<file path="src/rtl/sel_pkg.sv">
// Shared types and width helpers for the sequential candidate-select controller.
package sel_pkg;

  typedef enum logic [1:0] {
    IDLE = 2'd0,
    SCAN = 2'd1,
    DONE = 2'd2
  } state_e;

  // A value range or count of 1 still needs one bit to carry it.
  function automatic int val_width(input int size);
    return (size > 1) ? $clog2(size) : 1;
  endfunction

  function automatic int idx_width(input int k);
    return (k > 1) ? $clog2(k) : 1;
  endfunction

endpackage

</file>
<file path="src/rtl/cand_step.sv">
// Single-lane candidate generator: cand = (seed + idx) mod SIZE, natural IW-bit wrap.
module cand_step
  import sel_pkg::*;
#(
  parameter int IW = 4,
  parameter int KW = 3
) (
  input  logic [IW-1:0] seed_q,
  input  logic [KW-1:0] idx,
  output logic [IW-1:0] cand
);

  // K <= SIZE guarantees KW <= IW, so the cast only ever zero-extends.
  assign cand = seed_q + IW'(idx);

endmodule

</file>
<file path="src/rtl/sel_scan_ctrl.sv">
// Sequential search controller: walks K candidates one per clock and returns
// the lowest index whose candidate equals the target.
//
//   state | meaning
//   IDLE  | waiting for a job, in_ready high
//   SCAN  | comparing candidate idx against target_q, one per cycle
//   DONE  | result/found presented with out_valid until consumer takes it
module sel_scan_ctrl
  import sel_pkg::*;
#(
  parameter int K    = 8,
  parameter int SIZE = 16,
  localparam int IW  = val_width(SIZE),
  localparam int KW  = idx_width(K)
) (
  input  logic          clk,
  input  logic          rst,
  input  logic          in_valid,
  output logic          in_ready,
  input  logic [IW-1:0] seed,
  input  logic [IW-1:0] target,
  output logic          out_valid,
  input  logic          out_ready,
  output logic [KW-1:0] result,
  output logic          found,
  output logic          busy
);

  localparam logic [KW-1:0] IDX_LAST = KW'(K - 1);

  state_e        state;
  logic [KW-1:0] idx;
  logic [IW-1:0] seed_q;
  logic [IW-1:0] target_q;
  logic [IW-1:0] cand;

  cand_step #(
    .IW(IW),
    .KW(KW)
  ) u_cand_step (
    .seed_q(seed_q),
    .idx   (idx),
    .cand  (cand)
  );

  // Handshake flags are registered alongside the state so they depend on
  // nothing but the state register.
  always_ff @(posedge clk) begin
    if (rst) begin
      state     <= IDLE;
      idx       <= '0;
      seed_q    <= '0;
      target_q  <= '0;
      result    <= '0;
      found     <= 1'b0;
      in_ready  <= 1'b1;
      out_valid <= 1'b0;
      busy      <= 1'b0;
    end else begin
      case (state)
        IDLE: begin
          if (in_valid) begin
            seed_q   <= seed;
            target_q <= target;
            idx      <= '0;
            state    <= SCAN;
            in_ready <= 1'b0;
            busy     <= 1'b1;
          end
        end
        SCAN: begin
          if (cand == target_q) begin
            result    <= idx;
            found     <= 1'b1;
            state     <= DONE;
            out_valid <= 1'b1;
          end else if (idx == IDX_LAST) begin
            result    <= '0;
            found     <= 1'b0;
            state     <= DONE;
            out_valid <= 1'b1;
          end else begin
            idx <= idx + KW'(1);
          end
        end
        DONE: begin
          if (out_ready) begin
            state     <= IDLE;
            out_valid <= 1'b0;
            busy      <= 1'b0;
            in_ready  <= 1'b1;
          end
        end
        default: begin
          state     <= IDLE;
          out_valid <= 1'b0;
          busy      <= 1'b0;
          in_ready  <= 1'b1;
        end
      endcase
    end
  end

endmodule

</file>
<file path="config.mk">
export PLATFORM = sky130hd
export DESIGN_NAME = sel_scan_ctrl
export DESIGN_NICKNAME = d
export VERILOG_FILES = /design/src/rtl/sel_pkg.sv /design/src/rtl/cand_step.sv /design/src/rtl/sel_scan_ctrl.sv
export SDC_FILE = /design/constraint.sdc
export NUM_CORES = 1
export LEC_CHECK = 0
export BUFFER_PORTS_ARGS = -buffer_cell sky130_fd_sc_hd__buf_2
export CORE_MARGIN = 10
export CORE_UTILIZATION = 48
export DETAILED_ROUTE_END_ITERATION = 8
export HOLD_SLACK_MARGIN = 0.06
export PLACE_DENSITY = 0.74
export SLEW_MARGIN = 15
export SYNTH_ARGS = -nofsm -noshare
export SYNTH_HDL_FRONTEND = slang
export SYNTH_SLANG_ARGS = --single-unit
</file>
<file path="constraint.sdc">
create_clock -name clk -period 2.1 [get_ports clk]
set_input_delay 0.63 -clock clk [delete_from_list [all_inputs] [get_ports clk]]
set_output_delay 0.63 -clock clk [all_outputs]
set_load 0.05 [all_outputs]
</file>
==> flow_summary.toml, run 1 <==
[logic_synthesis]
synthesis.nets = 127
syn_area_um2 = 1000
yosysMostFrequentCell = "dfxtp_1"
synthTopCellsByCount = "dfxtp_1, nand2_1, a21oi_1"
async_flop_share_pct = 0
yosys.area.top_type = "dfxtp_1"
ys_ff_latch = 20
syn_area_per_cell_um2 = 9.17
ys.warnings.count = 0
synth_area_leaders = "dfxtp_1, a21oi_1, nand2_1"
yosysTopAreaCellShare_pct = 40.1
synth_enable_flop_cells = 0
synth_ff_type = "dfxtp_1"
seq_area_frac_synth_pct = 40.1
synth_cell_types = 28
synth_cells = 109

[die]
ios = 19
coreArea_um2 = 1960
initial_utilization_pct = 51.0
dieWidth_um = 65.6
die_h_um = 65.6
rows = 16
dieArea_um2 = 4310

[sta]
slew_violations = 0
period_needed_ns = 2.04
max_slew.worst_pin.slew_ns = 0.447
max_freq_mhz = 489
fin_crit_sh_pct = 97.3
relSlewSlack_pct = 70.1
finalSetupViolCount = 0
hold_violations = 0
skew_ns = 0.00666
rsz0062_at_grt = "yes"

[grt]
grt_use_total_pct = 10.2
grt_pass1_vias = 854
grt_overflow = 0
grt_pass1_wl_um = 3540
antenna_found_initial = 0
grt_max_degree = 24

[power_and_ir_drop]
p_sw_share_pct = 32.5
pwr-share-comb_pct = 28.0
ir_drop_mv = 0.499
p_per_area_nw_per_um2 = 706
leakagePower_nw = 0.508
p_sw_mw = 0.274
power_mw = 0.845
p_int_mw = 0.571
seq_power_share_pct = 51.0
clkPwrFrac_pct = 21.0

[critical_path]
path_class = "flip-flop to flip-flop"
crit_path_max_fanout = 4
worstPathRequired_ns = 2.30
crit_path_start_kind = "flip-flop"
endpoint_kind = "flip-flop"
critPathArrivalTime_ns = 2.24

[finish]
fillerInstances = 183
fin_nets = 151
register_area_um2 = 403
diodes = 0
final_cells = 158
area_growth_pct = 19.6
final_layout_size_suffix_gt1_share_pct = 28.2
multi_input_area_um2 = 598

[detailed_routing]
post_drt_via_cell_ratio = 5.35
first_pass_iters = 4
drtIter0Drc = 30
wl_um = 2170
wl_per_cell_um = 13.7
ant_nets = 0
drc = 0
via_count = 846

[placement]
hpwl_um = 1670
port_buffers = 18
dp.cells = 155
gp_congestion = 0.904

[cts]
htreeDepth = 1
clockRootBuffer = "clkbuf_4"
clkTransAtPathRegs_ns = 0.11
hold_buffers = 0
clk_latency_ns = 0.30
cts_buffers = 3
cts_setup_buffers = 0
cts_max_path_buffers = 2
cts_sinks = 20
cts_tree = "done"

[worst_hold_path]
hold_class = "flip-flop to flip-flop"

[outcome]
status = "completed"

[job]
drv_cap = 0
[cell usage in the layout, fill, tap and decap left out, types with 2 or more instances in the layout]
master	instances
buf_2	18
dfxtp_1	18
nand3b_1	5
mux2i_1	5
clkbuf_4	3
nand2_1	19
inv_1	3
buf_4	3
dfxtp_2	2
nor2_1	5
nand2b_1	8
xor2_1	2
a21oi_1	15
ha_1	4
nor3_1	2
[critical path, cell delays in order (launching register included)]
cell	delay (ns)
dfxtp_2	0.37
ha_4	0.15
inv_2	0.04
fa_1	0.48
xnor2_2	0.17
nor3_4	0.25
a311oi_4	0.15
buf_6	0.16
o21a_1	0.17
[registers in the layout, indices dropped and copies added (netlist names)]
name,count
busy,1
result,3
seed_q,4
found,1
in_ready,1
state,2
idx,3
out_valid,1
target_q,4
[power by group through the flow]
| stage | logic, mW | clock network, mW | registers [mW] |
|---|---|---|---|
| floorplan | 0.137 | 0 | 0.468 |
| global placement | 0.222 | 0 | 0.435 |
| detailed placement | 0.228 | 0 | 0.437 |
| CTS | 0.232 | 0.178 | 0.429 |
| global route | 0.258 | 0.195 | 0.436 |
| finish | 0.237 | 0.177 | 0.431 |
[cell families (layout without fill, tap and decap cells)]
family                   Yosys count  in the layout  synth area share, %
AND/OR/NAND/NOR                   46             46                 24.8
multiplexers                       6              6                 6.51
flip-flops                        20             20                 40.0
buffers and inverters              7             29                 2.63
AO/OA/AOI/OAI                     20             20                 12.9
XOR/XNOR                           4              4                 4.88
adder cells (fa/ha/maj)            6              6                 8.26
[routing by layer]
layer  up-vias  track usage (%)  routed length, µm
met5         -                0                  0
met4         0             7.75                 59
met3         7             2.71                 78
met2        18             16.2               1060
met1       403             11.3                965
li1        418                -                  -
[worst paths after layout]
| check | from | endpoint | slack [ns] | cells after the start |
|---|---|---|---|---|
| min | found | found | 0.47 | 2 |
| max | idx[0] | state[0] | 0.06 | 8 |
| max reg2reg | idx[0] | state[0] | 0.06 | 8 |
| min reg2reg | found | found | 0.47 | 2 |
[timing repair]
action / CTS / global route
endpoints found under the hold margin: 0 / 0
pin swaps: 1 / 3
resized for setup: 1 / 7
endpoints found under the setup margin: 3 / 9
[stage by stage]
step                      hold slack (ns)  setup TNS, ns  cell area, µm²  utilization (%)  setup WS [ns]
final                               0.470              0            1200             61.0         0.0565
after global routing                0.490        -0.0601            1200             61.0        -0.0551
after CTS                           0.472              0            1170             59.8        0.00976
after detailed placement            0.457              0            1140             58.2         0.0304
after global placement              0.441              0            1140             58.2          0.104
after floorplan                     0.437              0            1000                -        0.00367
[area by class of cell]
type                    count  area share (%)
flip-flops and latches     20            33.7
well taps                  27            2.82
inverters                   4            1.26
repair buffers             22            10.4
clock buffers               3            1.88
multi-input cells          82            50.0
(Power assumes the default switching activity.)
==> inputs of run 2 (changes only) <==
Settings changed: CELL_PAD_IN_SITES_DETAIL_PLACEMENT set to 1, CELL_PAD_IN_SITES_GLOBAL_PLACEMENT set to 2, CORE_UTILIZATION 48 to 29, SKIP_CTS_REPAIR_TIMING set to 1.
==> run 2 against run 1 <==
Against the previous run: maximum frequency increased by 0.42%; clock skew decreased by 0.0013 ns; sequential cell count unchanged; combinational power increased by 3%; worst setup slack improved by 0.0086 ns; non-clock buffer count increased by 1; clock power increased by 4%; final cell count increased by 13%; core utilization decreased by 24 points; critical path type unchanged.
==> flow_summary.toml, run 2 (synthesis results as in run 1) <==
[power_and_ir_drop]
ir_drop_mv = 0.271
leakagePower_nw = 0.514
pwr-share-comb_pct = 28.4
p_per_area_nw_per_um2 = 702
p_sw_mw = 0.285
seq_power_share_pct = 50.2
p_sw_share_pct = 33.3
clkPwrFrac_pct = 21.4
p_int_mw = 0.572

[die]
coreArea_um2 = 3340
rows = 21
dieArea_um2 = 6200
dieWidth_um = 78.7
initial_utilization_pct = 30.0
ios = 19
die_h_um = 78.7

[critical_path]
critical-path-slowest-cell = "fa_2"
path_class = "flip-flop to flip-flop"
slowest_delay_ns = 0.55
crit_buf_inv = 1
critPathLaunch = "idx[0]"
crit_chain = "ha_2 -> inv_1 -> fa_2 -> xnor2_2 -> nor3_4 -> a311oi_4 -> mux2_4"
rr_endpoint = "idx[0]"
path_delay_family = "adder cells"
r2r_setup_slack_ns = 0.07
endpoint_kind = "flip-flop"
crit_path_max_fanout = 3
cp.depth = 7
reg2reg_depth = 7
cp-endpoint = "idx[0]"
worstPathRequired_ns = 2.29
critPathArrivalTime_ns = 2.23
crit_path_start_kind = "flip-flop"
r2r_start = "idx[0]"

[cts]
cts_buffers = 3
htreeDepth = 1
cts_max_path_buffers = 2
cts_tree = "done"
cts_sinks = 20
clkTransAtPathRegs_ns = 0.11
clockRootBuffer = "clkbuf_4"
clk_latency_ns = 0.30

[sta]
max_freq_mhz = 491
slew_violations = 0
skew_ns = 0.00534
max_slew.worst_pin.slew_ns = 0.509
setup_ws_ns = 0.0651
fin_crit_sh_pct = 96.9
period_needed_ns = 2.03
hold_violations = 0
relSlewSlack_pct = 66.0
finalSetupViolCount = 0

[finish]
area_growth_pct = 22.0
final_core_util_pct = 36.6
postLayoutCellArea_um2 = 1220
final_layout_size_suffix_gt1_share_pct = 28.8
diodes = 0
final_cells = 178
final_common_cell = "nand2_1"
final_cell_mix = "nand2_1, dfxtp_1, buf_2"
largestRegisters = "seed_q (4), target_q (4)"
fin_nets = 152

[detailed_routing]
post_drt_via_cell_ratio = 4.71
wl_um = 2510
via_count = 838
ant_nets = 0
drc = 0
first_pass_iters = 4
wl_per_cell_um = 14.1
drtIter0Drc = 26

[placement]
port_buffers = 18
gp_congestion = 0.806
dp.cells = 175
hpwl_um = 1890
dp_slack_ns = 0.0255
placed_cell_area_um2 = 1170

[grt]
grt_pass1_vias = 903
grt_overflow = 0
grt_pass1_wl_um = 4220
antenna_found_initial = 0
grt_max_degree = 17
grt_use_total_pct = 8.38

[outcome]
status = "completed"

[worst_hold_path]
hold_class = "flip-flop to flip-flop"

[job]
drv_cap = 0
==> run 2: worst min-delay path by stage <==
stage / endpoint / from / cells after the start
finish: found / found / 2
global route: seed_q[0] / seed_q[0] / 2
CTS: found / found / 2
detailed placement: found / found / 2
global placement: found / found / 2
floorplan: target_q[2] / target_q[2] / 2
==> run 2: area by class of cell <==
class	count	area [µm²]
tap	46	57.6
multi-input combinational	82	591
clock buffer	3	22.5
fill	418	2120
inverter	4	15.0
timing repair buffer	23	131
sequential	20	403
==> run 2: stage by stage <==
step	hold slack [ns]	setup TNS, ns	power, mW
after floorplan	0.437	0	0.605
after global placement	0.443	0	0.666
after detailed placement	0.452	0	0.672
after CTS	0.469	-0.0115	0.856
after global routing	0.484	-0.0547	0.908
final	0.463	0	0.857
==> run 2: layer usage <==
metal / global-route usage, % / wire, µm / vias to the layer above
met5: 0 / 0 / -
met4: 4.30 / 43 / 0
met3: 1.35 / 50 / 4
met2: 14.0 / 1220 / 10
met1: 10.2 / 1200 / 405
li1: - / - / 419
==> run 2: worst register-to-register path: stages (launching register included) <==
cell	delay (ns)
dfxtp_2	0.35
ha_2	0.17
inv_1	0.05
fa_2	0.55
xnor2_2	0.14
nor3_4	0.08
a311oi_4	0.27
mux2_4	0.33
==> run 2: power groups by stage <==
| stage | Clock [mW] | Sequential, mW | Combinational (mW) |
|---|---|---|---|
| 2_1_floorplan | 0 | 0.468 | 0.137 |
| 3_3_place_gp | 0 | 0.436 | 0.230 |
| 3_5_place_dp | 0 | 0.437 | 0.234 |
| 4_1_cts | 0.191 | 0.429 | 0.236 |
| 5_1_grt | 0.207 | 0.434 | 0.266 |
| 6_report | 0.184 | 0.430 | 0.243 |
